`src/rtl/alarm_timer.sv`:
```
// alarm_timer: minutes/seconds countdown timer with stopwatch mode and alarm.
//
// Ports:
//   clk          sole clock, rising edge
//   rst          synchronous, active-high reset
//   btn_start    start / pause / resume / acknowledge (level, acts on rising edge)
//   btn_clear    return to SET with time 00:00 (level, acts on rising edge)
//   btn_inc_min  add one minute while in SET (level, acts on rising edge)
//   btn_inc_sec  add one second while in SET (level, acts on rising edge)
//   mode         0 = countdown, 1 = count-up; sampled only when leaving SET
//   dig3..dig0   BCD minute tens, minute ones, second tens, second ones
//   state_o      SET=0, RUN=1, PAUSE=2, RING=3 (also the FSM debug view)
//   done         one-cycle pulse in the first cycle state_o reads RING
//   out_speaker  square-wave tone while ringing, 0 otherwise
//
// Button handshake: there is no valid/ready pairing here. Each button is a
// level input; a request is the cycle in which the level is high and the
// previous cycle's registered level was low. Holding a button yields exactly
// one request.
module alarm_timer #(
  parameter int TICK_DIV  = 100_000_000,
  parameter int TONE_HALF = 25_000,
  parameter int RING_SECS = 10,
  parameter int MAX_MIN   = 60
) (
  input  logic       clk,
  input  logic       rst,
  input  logic       btn_start,
  input  logic       btn_clear,
  input  logic       btn_inc_min,
  input  logic       btn_inc_sec,
  input  logic       mode,
  output logic [3:0] dig3,
  output logic [3:0] dig2,
  output logic [3:0] dig1,
  output logic [3:0] dig0,
  output logic [1:0] state_o,
  output logic       done,
  output logic       out_speaker
);

  localparam logic [1:0] S_SET   = 2'd0;
  localparam logic [1:0] S_RUN   = 2'd1;
  localparam logic [1:0] S_PAUSE = 2'd2;
  localparam logic [1:0] S_RING  = 2'd3;

  localparam int MAXC = MAX_MIN * 60;
  localparam int CW   = $clog2(MAXC);
  localparam int PW   = (TICK_DIV  > 1) ? $clog2(TICK_DIV)  : 1;
  localparam int TW   = (TONE_HALF > 1) ? $clog2(TONE_HALF) : 1;
  localparam int RW   = (RING_SECS > 1) ? $clog2(RING_SECS) : 1;

  localparam logic [CW-1:0] CNT_ONE  = CW'(1);
  localparam logic [CW-1:0] CNT_TOP  = CW'(MAXC - 1);
  localparam logic [CW-1:0] CNT_PRE  = CW'(MAXC - 2);
  localparam logic [CW-1:0] SIXTY    = CW'(60);
  localparam logic [CW-1:0] SEC_WRAP = CW'(59);
  localparam logic [CW-1:0] MIN_WRAP = CW'((MAX_MIN - 1) * 60);
  localparam logic [PW-1:0] PRE_ONE  = PW'(1);
  localparam logic [PW-1:0] PRE_TOP  = PW'(TICK_DIV - 1);
  localparam logic [TW-1:0] TONE_ONE = TW'(1);
  localparam logic [TW-1:0] TONE_TOP = TW'(TONE_HALF - 1);
  localparam logic [RW-1:0] RING_ONE = RW'(1);
  localparam logic [RW-1:0] RING_TOP = RW'(RING_SECS - 1);

  logic [1:0]    state_q, state_d;
  logic [CW-1:0] count_q, count_d;
  logic [PW-1:0] presc_q, presc_d;
  logic [TW-1:0] tone_q, tone_d;
  logic [RW-1:0] ring_q, ring_d;
  logic          spk_q, spk_d;
  logic          done_q, done_d;
  logic          mode_q, mode_d;
  // Order: {clear, start, inc_min, inc_sec}
  logic [3:0]    hist_q, hist_d;

  logic [3:0]    btn_now, btn_edge;
  logic          clr_e, start_e, min_e, sec_e;
  logic [6:0]    mins;
  logic [5:0]    secs;
  logic          tick;
  logic [PW-1:0] presc_next;

  assign btn_now  = {btn_clear, btn_start, btn_inc_min, btn_inc_sec};
  assign btn_edge = btn_now & ~hist_q;
  assign hist_d   = btn_now;

  // Highest-priority edge wins; the others in the same cycle are dropped.
  assign clr_e   = btn_edge[3];
  assign start_e = btn_edge[2] & ~btn_edge[3];
  assign min_e   = btn_edge[1] & ~(|btn_edge[3:2]);
  assign sec_e   = btn_edge[0] & ~(|btn_edge[3:1]);

  assign mins = 7'(count_q / SIXTY);
  assign secs = 6'(count_q % SIXTY);

  assign dig3 = 4'(mins / 7'd10);
  assign dig2 = 4'(mins % 7'd10);
  assign dig1 = 4'(secs / 6'd10);
  assign dig0 = 4'(secs % 6'd10);

  assign tick       = (presc_q == PRE_TOP);
  assign presc_next = tick ? '0 : presc_q + PRE_ONE;

  assign state_o     = state_q;
  assign done        = done_q;
  assign out_speaker = spk_q;

  always_comb begin
    state_d = state_q;
    count_d = count_q;
    presc_d = presc_q;
    tone_d  = '0;
    ring_d  = ring_q;
    spk_d   = 1'b0;
    done_d  = 1'b0;
    mode_d  = mode_q;

    if (clr_e) begin
      state_d = S_SET;
      count_d = '0;
      presc_d = '0;
      ring_d  = '0;
    end else begin
      case (state_q)
        S_SET: begin
          if (start_e) begin
            // A zero countdown has nothing to run; the start is swallowed.
            if (mode || (count_q != '0)) begin
              state_d = S_RUN;
              presc_d = '0;
              mode_d  = mode;
            end
          end else if (min_e) begin
            count_d = (mins == 7'(MAX_MIN - 1)) ? count_q - MIN_WRAP : count_q + SIXTY;
          end else if (sec_e) begin
            count_d = (secs == 6'd59) ? count_q - SEC_WRAP : count_q + CNT_ONE;
          end
        end

        S_RUN: begin
          // The pausing cycle does not advance the prescaler, so a resume
          // picks up exactly where the count left off.
          if (start_e) begin
            state_d = S_PAUSE;
          end else begin
            presc_d = presc_next;
            if (tick) begin
              if (!mode_q) begin
                if (count_q <= CNT_ONE) begin
                  count_d = '0;
                  state_d = S_RING;
                  done_d  = 1'b1;
                  ring_d  = '0;
                end else begin
                  count_d = count_q - CNT_ONE;
                end
              end else begin
                if (count_q >= CNT_TOP) begin
                  count_d = CNT_TOP;
                  state_d = S_RING;
                  done_d  = 1'b1;
                  ring_d  = '0;
                end else begin
                  count_d = count_q + CNT_ONE;
                  if (count_q == CNT_PRE) begin
                    state_d = S_RING;
                    done_d  = 1'b1;
                    ring_d  = '0;
                  end
                end
              end
            end
          end
        end

        S_PAUSE: begin
          if (start_e) state_d = S_RUN;
        end

        default: begin  // S_RING
          if (start_e) begin
            state_d = S_SET;
          end else begin
            tone_d  = (tone_q == TONE_TOP) ? '0 : tone_q + TONE_ONE;
            spk_d   = (tone_q == TONE_TOP) ? ~spk_q : spk_q;
            presc_d = presc_next;
            if (tick) begin
              if (ring_q == RING_TOP) begin
                state_d = S_SET;
                spk_d   = 1'b0;
                tone_d  = '0;
              end else begin
                ring_d = ring_q + RING_ONE;
              end
            end
          end
        end
      endcase
    end
  end

  always_ff @(posedge clk) begin
    if (rst) begin
      state_q <= S_SET;
      count_q <= '0;
      presc_q <= '0;
      tone_q  <= '0;
      ring_q  <= '0;
      spk_q   <= 1'b0;
      done_q  <= 1'b0;
      mode_q  <= 1'b0;
      // History reads as "held": a button still high as reset releases
      // must first be seen low before it can produce a request.
      hist_q  <= 4'b1111;
    end else begin
      state_q <= state_d;
      count_q <= count_d;
      presc_q <= presc_d;
      tone_q  <= tone_d;
      ring_q  <= ring_d;
      spk_q   <= spk_d;
      done_q  <= done_d;
      mode_q  <= mode_d;
      hist_q  <= hist_d;
    end
  end

endmodule

```
`config.mk`:
```
export PLATFORM = sky130hd
export DESIGN_NAME = alarm_timer
export DESIGN_NICKNAME = d
export VERILOG_FILES = /design/src/rtl/alarm_timer.sv
export SDC_FILE = /design/constraint.sdc
export NUM_CORES = 1
export LEC_CHECK = 0
export ABC_AREA = 1
export BUFFER_PORTS_ARGS = -buffer_cell sky130_fd_sc_hd__buf_2
export CAP_MARGIN = 20
export CORE_MARGIN = 2
export CORE_UTILIZATION = 59
export DETAILED_ROUTE_END_ITERATION = 10
export PLACE_DENSITY = 0.77
export SYNTH_ARGS = -nofsm -noshare
export SYNTH_HDL_FRONTEND = slang
export SYNTH_SLANG_ARGS = --single-unit
export TNS_END_PERCENT = 10
```
`constraint.sdc`:
```
create_clock -name clk -period 8.87 [get_ports clk]
set_input_delay 0.4435 -clock clk [delete_from_list [all_inputs] [get_ports clk]]
set_output_delay 0.4435 -clock clk [all_outputs]
set_load 0.05 [all_outputs]
```
==> Yosys cells after proc, flatten, opt, wreduce, memory -nomap -nowiden <==
Cells that the tools add are included.
W data, S select, Z words.
{ "word_totals": {"regBits": 67, "input_bits": 7, "output_inout_bits": 20, "elab_cells": 126} }
{ "classes": {"addsub": 8, "n_div": 6, "n_lt_le_gt_ge": 2, "eq_ne": 21, "muxes": 49, "bitwise": 14, "n_reduce_logical": 17} }
{ "ops": {"columns": ["cell", "count"], "rows": [
  ["$mux W12", 10],
  ["$mux W27", 4],
  ["$pmux W27 S2", 1],
  ["$mux W15", 3],
  ["$mux W4", 9],
  ["$add A27 B1 Y27 const B", 1],
  ["$eq A27 B27 Y1 const B", 1],
  ["$mux W2", 12],
  ["$pmux W12 S2", 1],
  ["$add A15 B1 Y15 const B", 1],
  ["$eq A15 B15 Y1 const B", 1],
  ["$add A12 B1 Y12 const B", 1],
  ["$add A12 B6 Y12 const B", 1],
  ["$div A12 B6 Y12 const B", 1],
  ["$eq A12 B12 Y1 const B", 1],
  ["$ge A12 B12 Y1 const B", 1],
  ["$le A12 B1 Y1 const B", 1],
  ["$mod A12 B6 Y12 const B", 1],
  ["$ne A2 B2 Y1 const B", 6],
  ["$reduce_bool A12 Y1", 1],
  ["$sub A12 B1 Y12 const B", 1],
  ["$sub A12 B12 Y12 const B", 1],
  ["$sub A12 B6 Y12 const B", 1],
  ["$not A1 Y1", 9],
  ["other kinds (32)", 47]
]} }

==> Longest topological paths before layout <==
Gate-level depths: netlist of run 1.
{ "depth": {"depth_word": 9, "ltp_mapped": 48, "mapped_depth_nobuf": 47} }

==> Worst setup path before layout of run 1 <==
OpenSTA, ideal clock, no wires.
{ "synth_timing": {"path_type": "register to output", "start": "register count_q[9]", "end": "output port dig2[3]", "arrival_time_ps": 5501, "required_ps": 8426, "slack_ps": 2925, "stages_incl_launch_ff": 39, "cell_sequence": "dfxtp_1 -> buf_6 -> nand2_4 -> nor2_4 -> inv_2 -> nand3_2 -> nand3_1 -> nor2_2 -> nand2_4 -> nand2_4 -> nand2_2 -> nand3_2 -> o21ai_0 -> nand2_1 -> inv_1 -> o21bai_4 -> nand2_4 -> nand3_4 -> (+3 left out) -> nor2_2 -> nand2_4 -> nand4_1 -> o21bai_4 -> nand2_1 -> nand2_1 -> inv_1 -> ha_1 -> nand2_1 -> nand2_1 -> nand3_1 -> nand2_2 -> nand2_1 -> nand2_1 -> inv_1 -> ha_1 -> inv_1 -> o21ai_0"} }
{ "synth_between": {"elab_chain_len": 2} }
{ "synth_lines": {"columns": ["item", "line", "text"], "rows": [
  ["start, declared", "67", "logic [CW-1:0] count_q, count_d;"],
  ["start signal, assigned", "218", "count_q <= count_d;"],
  ["$div A12 B6 Y12", "94", "assign mins = 7'(count_q / SIXTY);"],
  ["$mod A7 B4 Y7", "98", "assign dig2 = 4'(mins % 7'd10);"],
  ["end, declared", "34", "output logic [3:0] dig2,"]
]} }
No other way between the ends.

==> Final worst setup path of run 1 <==
{ "layout_timing": {"start": "register count_q[9]", "end": "output port dig2[1]"} }
The elaborated chain is that of the path after synthesis.

==> flow_summary.toml, run 1 <==
[outcome]
status = "complete, no violations"

[global_route]
grt_use_total_pct = 27.4
grt-ovfl-total = 0
grt_max_degree = 16
antenna_found_initial = 0
grt_pass1_vias = 5134
grt_pass1_wl_mm = 23.3

[worst_setup_path]
crit_family = "simple AND/OR/NAND/NOR gates"
r2r_end = "count_q[10]"
endpoint_kind = "output port"
worstSetupStartpointType = "flip-flop"
ff2ff_setup_slack_ns = 3.55
crit_slowest_cell = "dfxtp_1"
worst-setup-path-type = "flip-flop to output port"
cp_data_arrival_time_ns = 5.72
critical_path_required_ns = 8.43
critPathMaxFanout = 11
crit_top_cell = "nand2_1"
worst_path_largest_cell_delay_ns = 0.62
r2r_start = "count_q[9]"
r2r_cells = 34
crit_buf_inv = 8

[routing]
drt_iter0_markers = 411
dr.pass1.iters = 5
finalWirelength_mm = 13.9
drc_errors = 0
antenna_left = 0
wl_per_cell_um = 13.0
dr_total_vias = 5818
viasPerCell = 5.42

[worst_hold_path]
min_to = "hist_q[2]"
hold_path.class = "primary input to flip-flop"
hold_start = "btn_start"
hold_path_depth = 3

[place]
routabilityCongestion = 1.01
dp_hpwl_mm = 10.8
numPortBuffers = 25
placed_area_um2 = 6020

[layout]
syn_to_final_growth_pct = 6.57
final_core_util_pct = 63.9
fill_cells = 943
fin_area_um2 = 6190
drive_gt1_share_pct = 11.8
nets = 965
antennaDiodeCount = 0

[synthesis]
synth.distinct_cells = 53
ys_warn_count = 0
synth_top_cell_by_area = "dfxtp_1"
syn_avg_cell_area_um2 = 6.36
synth_seq_cells = 67
synth_fp_nets = 943
async_reset_ff_share_pct = 0
syn-cell-area_um2 = 5810
ys_top_cells_by_count = "168 x nand2_1, 140 x inv_1, 109 x nor2_1"
synth_cells = 914
synthMostInstantiatedCell = "nand2_1"
yosysSeqAreaShare_pct = 23.1
synth_area_leaders = "dfxtp_1 23%, nand2_1 11%, inv_1 9.0%"
synth_ff_type = "dfxtp_1"
netlist.area_leader.share_pct = 23.1
synth_edf_count = 0

[timing]
period_share_pct = 69.5
fin_worst_skew_ns = 0.0112
tightest_slew_ns = 0.951
maxSlewViolCount = 0
tns_ns = 0
fin_crit_ns = 6.17
rsz0062_at_grt = "no"
fmax_ghz = 0.162
holdWs_ns = 0.275
max_slew_margin_pct = 36.6
final-hold-violation-count = 0
finalSetupViolCount = 0

[clock_network]
cts_resized = 0
clk_pin_slew_worst_paths_ns = 0.07
root_buffer = "clkbuf_8"
clk_path_buf_depth = 2
clk_latency_ns = 0.36
numCtsBuffers = 9
htree_levels = 3
hold_buffers = 0
postCtsSetupBuffers = 0
cts_sinks = 67
cts_tree = "done"

[floorplanning]
die_area_um2 = 10700
core_um2 = 9680
rows = 36
ioPinCount = 27
die_h_um = 103
die_x_um = 103
start_util_pct = 60.0

[power_and_ir_drop]
ir_drop_v = 0.000132
power_density_nw_per_um2 = 132
leakagePower_nw = 2.87

[flow_run]
max-cap-violations = 0
-- state kept, by name, indices dropped and copies added (netlist names) --
signal and flops:
presc_q 27, tone_q 15, count_q 12, hist_q 4, ring_q 4, state_o 2
done 1, mode_q 1, out_speaker 1
-- worst max-delay path by stage --
stage / startpoint / to / depth (start not counted)
after floorplan: count_q[9] / dig2[3] / 38
after global placement: count_q[9] / dig2[2] / 42
after detailed placement: count_q[9] / dig2[1] / 42
after CTS: count_q[9] / dig2[1] / 42
after global routing: count_q[9] / dig2[1] / 44
final: count_q[9] / dig2[1] / 44
-- cell families (layout without fill, tap and decap cells) --
group	Yosys count	after routing	synth area share, %
AND/OR/NAND/NOR	462	462	37.9
buffers and inverters	168	194	11.5
AO/OA/AOI/OAI	160	160	17.2
flip-flops	67	67	23.1
XOR/XNOR	34	34	5.45
adder cells (fa/ha/maj)	22	22	4.74
other	1	1	0.0646
-- worst min-delay path, cell delays in order --
cell,delay [ns]
buf_2,0.07
inv_1,0.04
nand2_1,0.04
-- stage by stage --
stage / power [mW] / instances / setup WS [ns]
floorplan: 0.541 / 914 / 2.93
global placement: 0.593 / 1058 / 3.25
detailed placement: 0.594 / 1058 / 3.10
CTS: 0.820 / 1073 / 2.72
global route: 0.866 / 1073 / 1.98
finish: 0.817 / 1073 / 2.70
-- layout make-up --
| class | instances | area [um^2] | share of cell area, % |
|---|---|---|---|
| Sequential cell | 67 | 1340 | 21.7 |
| Tap cell | 133 | 166 | 2.69 |
| Multi-Input combinational cell | 679 | 3800 | 61.3 |
| Timing Repair Buffer | 29 | 155 | 2.51 |
| Clock buffer | 11 | 141 | 2.28 |
| Clock inverter | 4 | 26.3 | 0.424 |
| Inverter | 150 | 563 | 9.09 |
-- power breakdown --
group          switching [mW]  leakage [nW]  internal, mW
sequential            0.00833         0.542         0.305
combinational           0.198          2.25        0.0786
clock                   0.119        0.0856         0.107
total                   0.326          2.87         0.491
-- placed cells by master (no fill, tap or decap), types with 3 or more instances in the layout --
cell,count
a211oi_1,7
a21oi_1,59
a221oi_1,4
a31oi_1,5
buf_2,25
buf_4,4
clkbuf_8,10
clkinv_1,4
dfxtp_1,67
ha_1,22
inv_1,140
inv_2,6
nand2_1,168
nand2_2,22
nand2_4,9
nand3_1,62
nand3_2,4
nand4_1,18
nor2_1,109
nor2_2,6
nor2_4,4
nor3_1,37
nor3b_1,6
nor4_1,7
o211ai_1,6
o21a_1,7
o21ai_0,49
o21bai_4,4
o22ai_1,3
or2_2,3
xor2_1,31
-- layer usage --
layer	vias to the layer above	GRT usage, %	wire length [um]
met2	196	45.5	6250
li1	3034	-	-
met1	2556	36.6	6510
met5	-	0	0
met3	32	4.97	876
met4	0	7.79	301
Note: power is estimated with default switching activity, not from simulation.
==> run 2: changes to the inputs <==
--- a/config.mk
+++ b/config.mk
@@ -9,9 +9,9 @@
 export BUFFER_PORTS_ARGS = -buffer_cell sky130_fd_sc_hd__buf_2
 export CAP_MARGIN = 20
 export CORE_MARGIN = 2
-export CORE_UTILIZATION = 59
+export CORE_UTILIZATION = 57
 export DETAILED_ROUTE_END_ITERATION = 10
-export PLACE_DENSITY = 0.77
+export PLACE_DENSITY = 0.78
 export SYNTH_ARGS = -nofsm -noshare
 export SYNTH_HDL_FRONTEND = slang
 export SYNTH_SLANG_ARGS = --single-unit
==> constraint.sdc (replaced) <==
create_clock -name clk -period 5.15 [get_ports clk]
set_input_delay 0.2575 -clock clk [delete_from_list [all_inputs] [get_ports clk]]
set_output_delay 0.2575 -clock clk [all_outputs]
set_load 0.05 [all_outputs]
==> flow_summary.toml, run 2 (synthesis gave the netlist of run 1 again) <==
[outcome]
status = "complete, but fails checks"
violations = "negative setup slack"

[routing]
dr.pass1.iters = 5
antenna_left = 0
viasPerCell = 5.54
wl_per_cell_um = 14.1
drc_errors = 0
finalWirelength_mm = 15.8
drt_iter0_markers = 568
dr_total_vias = 6204

[power_and_ir_drop]
ir_drop_v = 0.000231
leakagePower_nw = 3.21
sw_frac_of_total_pct = 40.5
p_switching_mw = 0.611
clkPwrFrac_pct = 26.1
seqPwrFrac_pct = 35.1
power_density_nw_per_um2 = 219
intPower_mw = 0.900
combPwrFrac_pct = 38.8

[worst_setup_path]
critical_path_required_ns = 4.89
crit_slowest_cell = "dfxtp_4"
r2r_start = "count_q[9]"
crit_start = "count_q[9]"
worst-setup-path-type = "flip-flop to output port"
cp_data_arrival_time_ns = 5.13
critPathMaxFanout = 5
endpoint_kind = "output port"
crit_top_cell = "nand2_2"
worstSetupStartpointType = "flip-flop"
worst_path_largest_cell_delay_ns = 0.38
crit_family = "simple AND/OR/NAND/NOR gates"
crit_buf_inv = 6

[global_route]
grt_pass1_vias = 5523
grt-ovfl-total = 0
grt_use_total_pct = 27.0
grt_pass1_wl_mm = 24.8
gr-usage-met2_pct = 44.6
antenna_found_initial = 0
busiest_layer = "met2"
met3_usage_pct = 5.30
grt_max_degree = 16
gr-usage-met1_pct = 35.5

[layout]
syn_to_final_growth_pct = 18.8
reg_top3 = "presc_q (27), tone_q (15), count_q (12)"
fill_cells = 867
drive_gt1_share_pct = 21.7
regArea_um2 = 1360
largest_reg_flops = 27
antennaDiodeCount = 0
top_register = "presc_q"
final_common_cell = "nand2_1"
multi_input_comb_area_um2 = 4100
final_cell_mix = "148 x nand2_1, 132 x inv_1, 108 x nor2_1"
nets = 1012

[clock_network]
cts_tree = "done"
clk_pin_slew_worst_paths_ns = 0.07
htree_levels = 3
hold_buffers = 0
cts_sinks = 67
clk_latency_ns = 0.36
numCtsBuffers = 9
root_buffer = "clkbuf_8"
clk_path_buf_depth = 2

[floorplanning]
rows = 36
ioPinCount = 27
die_area_um2 = 11000
die_h_um = 105
core_um2 = 9820
die_x_um = 105
start_util_pct = 59.2

[timing]
worst_slack_ns = -0.242
max_slew_margin_pct = 47.7
tightest_slew_ns = 0.778
tns_ns = -0.925
rsz0062_at_grt = "yes"
holdWs_ns = 0.0929
fin_worst_skew_ns = 0.0136
fin_crit_ns = 5.39
final-hold-violation-count = 0
maxSlewViolCount = 0
finalSetupViolCount = 5
period_share_pct = 105
fmax_ghz = 0.185

[worst_hold_path]
hold_path.class = "primary input to flip-flop"
hold_start = "btn_start"

[place]
dp_hpwl_mm = 10.9
routabilityCongestion = 0.971
numPortBuffers = 25

[flow_run]
max-cap-violations = 0
==> run 2: final timing paths <==
check                           cells past startpoint  slack [ns]     endpoint
worst max-delay path                               44       -0.24      dig2[2]
worst min register to register                      1        0.46    tone_q[0]
worst max register to register                     40        0.17  count_q[11]
worst min-delay path                                3        0.09    hist_q[2]
==> run 2: metrics by stage <==
step / cells / power [mW] / util [%] / cell area (um^2) / worst slack, ns
after floorplan: 914 / 0.933 / - / 5810 / -0.227
after global placement: 1076 / 1.03 / 62.7 / 6160 / 0.112
after detailed placement: 1076 / 1.03 / 62.7 / 6160 / -0.0869
after CTS: 1107 / 1.45 / 67.0 / 6580 / 0.00185
after global routing: 1120 / 1.58 / 70.3 / 6900 / -0.568
final: 1120 / 1.51 / 70.3 / 6900 / -0.242
==> run 2: what timing repair did <==
item                                    CTS  global route
resized for setup                        40            62
setup buffers                            16            14
hold endpoints to repair                  0             0
pin swaps                                25            44
endpoints found under the setup margin    4             9
==> run 2: worst reg2reg max path, delay by kind of cell, from the launching register on <==
| kind | cells | cell delay [ns] |
|---|---|---|
| and+or+nand+nor | 27 | 2.48 |
| adders and majority gates | 1 | 0.36 |
| xor gates and xnor gates | 1 | 0.17 |
| buffers and inverters | 4 | 0.34 |
| DFF | 1 | 0.38 |
| AOI/OAI and AO/OA | 7 | 1.20 |
==> run 2: cell type report <==
class	count	share of cell area [%]
clock buffers	11	2.05
clock inverters	4	0.381
inverters	150	8.27
multi-input cells	679	59.4
flip-flops and latches	67	19.7
well taps	133	2.41
repair buffers	76	7.83
==> run 2: layer usage <==
layer	vias to the layer above	part of all wire, %
met5	-	0
met4	0	1.7
met3	32	6.4
met2	231	48
met1	2802	44
li1	3139	-
==> run 2: power groups by stage <==
| stage | combinational [mW] | sequential, mW | clock, mW |
|---|---|---|---|
| 2_1_floorplan | 0.390 | 0.542 | 0 |
| 3_3_place_gp | 0.485 | 0.543 | 0 |
| 3_5_place_dp | 0.489 | 0.544 | 0 |
| 4_1_cts | 0.522 | 0.531 | 0.399 |
| 5_1_grt | 0.625 | 0.532 | 0.420 |
| 6_report | 0.586 | 0.531 | 0.395 |
==> run 3: changes to the inputs <==
--- a/config.mk
+++ b/config.mk
@@ -5,13 +5,12 @@
 export SDC_FILE = /design/constraint.sdc
 export NUM_CORES = 1
 export LEC_CHECK = 0
-export ABC_AREA = 1
 export BUFFER_PORTS_ARGS = -buffer_cell sky130_fd_sc_hd__buf_2
 export CAP_MARGIN = 20
 export CORE_MARGIN = 2
-export CORE_UTILIZATION = 57
+export CORE_UTILIZATION = 59
 export DETAILED_ROUTE_END_ITERATION = 10
-export PLACE_DENSITY = 0.78
+export PLACE_DENSITY = 0.77
 export SYNTH_ARGS = -nofsm -noshare
 export SYNTH_HDL_FRONTEND = slang
 export SYNTH_SLANG_ARGS = --single-unit
==> constraint.sdc (replaced) <==
create_clock -name clk -period 6.6 [get_ports clk]
set_input_delay 0.33 -clock clk [delete_from_list [all_inputs] [get_ports clk]]
set_output_delay 0.33 -clock clk [all_outputs]
set_load 0.05 [all_outputs]
==> flow_summary.toml, run 3 <==
[outcome]
status = "complete, no violations"

[worst_hold_path]
hold_start = "btn_start"
hold_path.class = "primary input to flip-flop"

[global_route]
grt-ovfl-total = 0
grt_max_degree = 28
grt_pass1_vias = 5748
antenna_found_initial = 0
grt_use_total_pct = 28.1
grt_pass1_wl_mm = 26.5

[worst_setup_path]
critPathMaxFanout = 27
endpoint_kind = "output port"
worst-setup-path-type = "flip-flop to output port"
worstSetupStartpointType = "flip-flop"
crit_slowest_cell = "a222oi_1"
crit_top_cell = "inv_1"
cp_data_arrival_time_ns = 5.89
worst_path_largest_cell_delay_ns = 0.43
r2r_start = "count_q[10]"
critical_path_required_ns = 6.27
crit_start = "count_q[8]"

[timing]
fin_worst_skew_ns = 0.0156
maxSlewViolCount = 0
final-hold-violation-count = 0
finalSetupViolCount = 0
max_slew_margin_pct = 30.7
holdWs_ns = 0.174
tightest_slew_ns = 1.04
period_share_pct = 94.2
tns_ns = 0
fin_crit_ns = 6.22
fmax_ghz = 0.161

[routing]
antenna_left = 0
drt_iter0_markers = 671
wl_per_cell_um = 16.4
viasPerCell = 6.49
dr.pass1.iters = 5
finalWirelength_mm = 15.8
dr_total_vias = 6271
drc_errors = 0

[place]
dp_hpwl_mm = 11.4
numPortBuffers = 25
routabilityCongestion = 0.977

[floorplanning]
start_util_pct = 60.2
core_um2 = 10200
die_x_um = 106
rows = 37
die_area_um2 = 11300
ioPinCount = 27
die_h_um = 106

[synthesis]
synth_area_leaders = "dfxtp_1 22%, nor2_1 6.4%, ha_1 4.5%"
synthMostInstantiatedCell = "nor2_1"
synth_cells = 819
netlist.area_leader.share_pct = 21.8
synth_seq_cells = 67
async_reset_ff_share_pct = 0
synth_fp_nets = 848
syn-cell-area_um2 = 6160
synth.distinct_cells = 105
synth_top_cell_by_area = "dfxtp_1"
yosysSeqAreaShare_pct = 21.8
synth_ff_type = "dfxtp_1"
ys_warn_count = 0
syn_avg_cell_area_um2 = 7.52
ys_top_cells_by_count = "105 x nor2_1, 67 x dfxtp_1, 62 x nand2_1"
synth_edf_count = 0

[flow_run]
max-cap-violations = 0

[clock_network]
root_buffer = "clkbuf_8"
clk_pin_slew_worst_paths_ns = 0.08
cts_sinks = 67
cts_tree = "done"
numCtsBuffers = 9
clk_latency_ns = 0.35
clk_path_buf_depth = 2
htree_levels = 3
hold_buffers = 0

[layout]
largest_reg_flops = 27
top_register = "presc_q"
final_cell_mix = "105 x nor2_1, 62 x dfxtp_1, 61 x nand2_1"
final_common_cell = "nor2_1"
reg_top3 = "presc_q (27), tone_q (15), count_q (12)"
syn_to_final_growth_pct = 8.09
nets = 854
final_core_util_pct = 65.0
drive_gt1_share_pct = 14.8
antennaDiodeCount = 0

[power_and_ir_drop]
ir_drop_v = 0.000172
power_density_nw_per_um2 = 186
leakagePower_nw = 2.47
==> run 3: report_power, final <==
part | internal (mW) | switching (mW)
logic | 0.153 | 0.304
clock network | 0.179 | 0.172
registers | 0.411 | 0.0207
total | 0.742 | 0.497
==> run 3: timing repair <==
action | in CTS | in global routing
resized for setup | 2 | 27
pin swaps | 0 | 6
endpoints found under the hold margin | 0 | 0
endpoints found under the setup margin | 3 | 4
setup buffers | 0 | 6
==> run 3: cells by family (layout without fill, tap and decap cells) <==
family | count (synthesis) | count (layout) | share of synthesized area [%]
buf+inv | 81 | 92 | 5.83
simple gates | 344 | 344 | 28.7
fa+ha+maj | 26 | 26 | 5.16
compound gates | 232 | 232 | 27.9
xor+xnor | 50 | 50 | 7.11
flops | 67 | 67 | 21.8
other cells | 1 | 1 | 0.0609
mux | 18 | 18 | 3.43
==> run 3: layer usage <==
metal | global-route usage, % | part of all wire [%] | up-vias
met2 | 47.0 | 47 | 283
met3 | 5.15 | 7.5 | 43
li1 | - | - | 3041
met4 | 10.4 | 2.6 | 0
met5 | 0 | 0 | -
met1 | 36.0 | 43 | 2904
==> run 3: metrics by stage <==
step           total power, mW  cells  area [um^2]  setup slack, ns
3_5_place_dp             0.870    944         6310            0.227
6_report                  1.24    966         6650            0.382
3_3_place_gp             0.860    943         6310            0.754
2_1_floorplan            0.786    819         6160            0.516
4_1_cts                   1.22    960         6520           0.0115
5_1_grt                   1.30    966         6650          -0.0556
==> run 3: area by class of cell <==
class                           instances  area (um^2)
Inverter                               34          128
Multi-Input combinational cell        671         4530
Fill cell                             900         3580
Sequential cell                        67         1360
Timing Repair Buffer                   42          274
Clock inverter                          6         72.6
Clock buffer                           10          128
Tap cell                              136          170
==> run 3: final timing paths <==
kind                                    to  slack [ns]  depth (start not counted)
worst max register to register  count_q[8]        1.42                         19
worst min-delay path             hist_q[2]        0.17                          2
worst max-delay path               dig2[1]        0.38                         28
worst min register to register   tone_q[0]        0.45                          1
==> run 3: critical path: cells and delay by family, from the launching register on <==
| kind | cells | cell delay (ns) |
|---|---|---|
| AOI/OAI and AO/OA | 12 | 2.54 |
| adders and majority gates | 3 | 0.65 |
| xor gates and xnor gates | 2 | 0.25 |
| DFF | 1 | 0.42 |
| buffers and inverters | 7 | 0.98 |
| and+or+nand+nor | 4 | 0.68 |
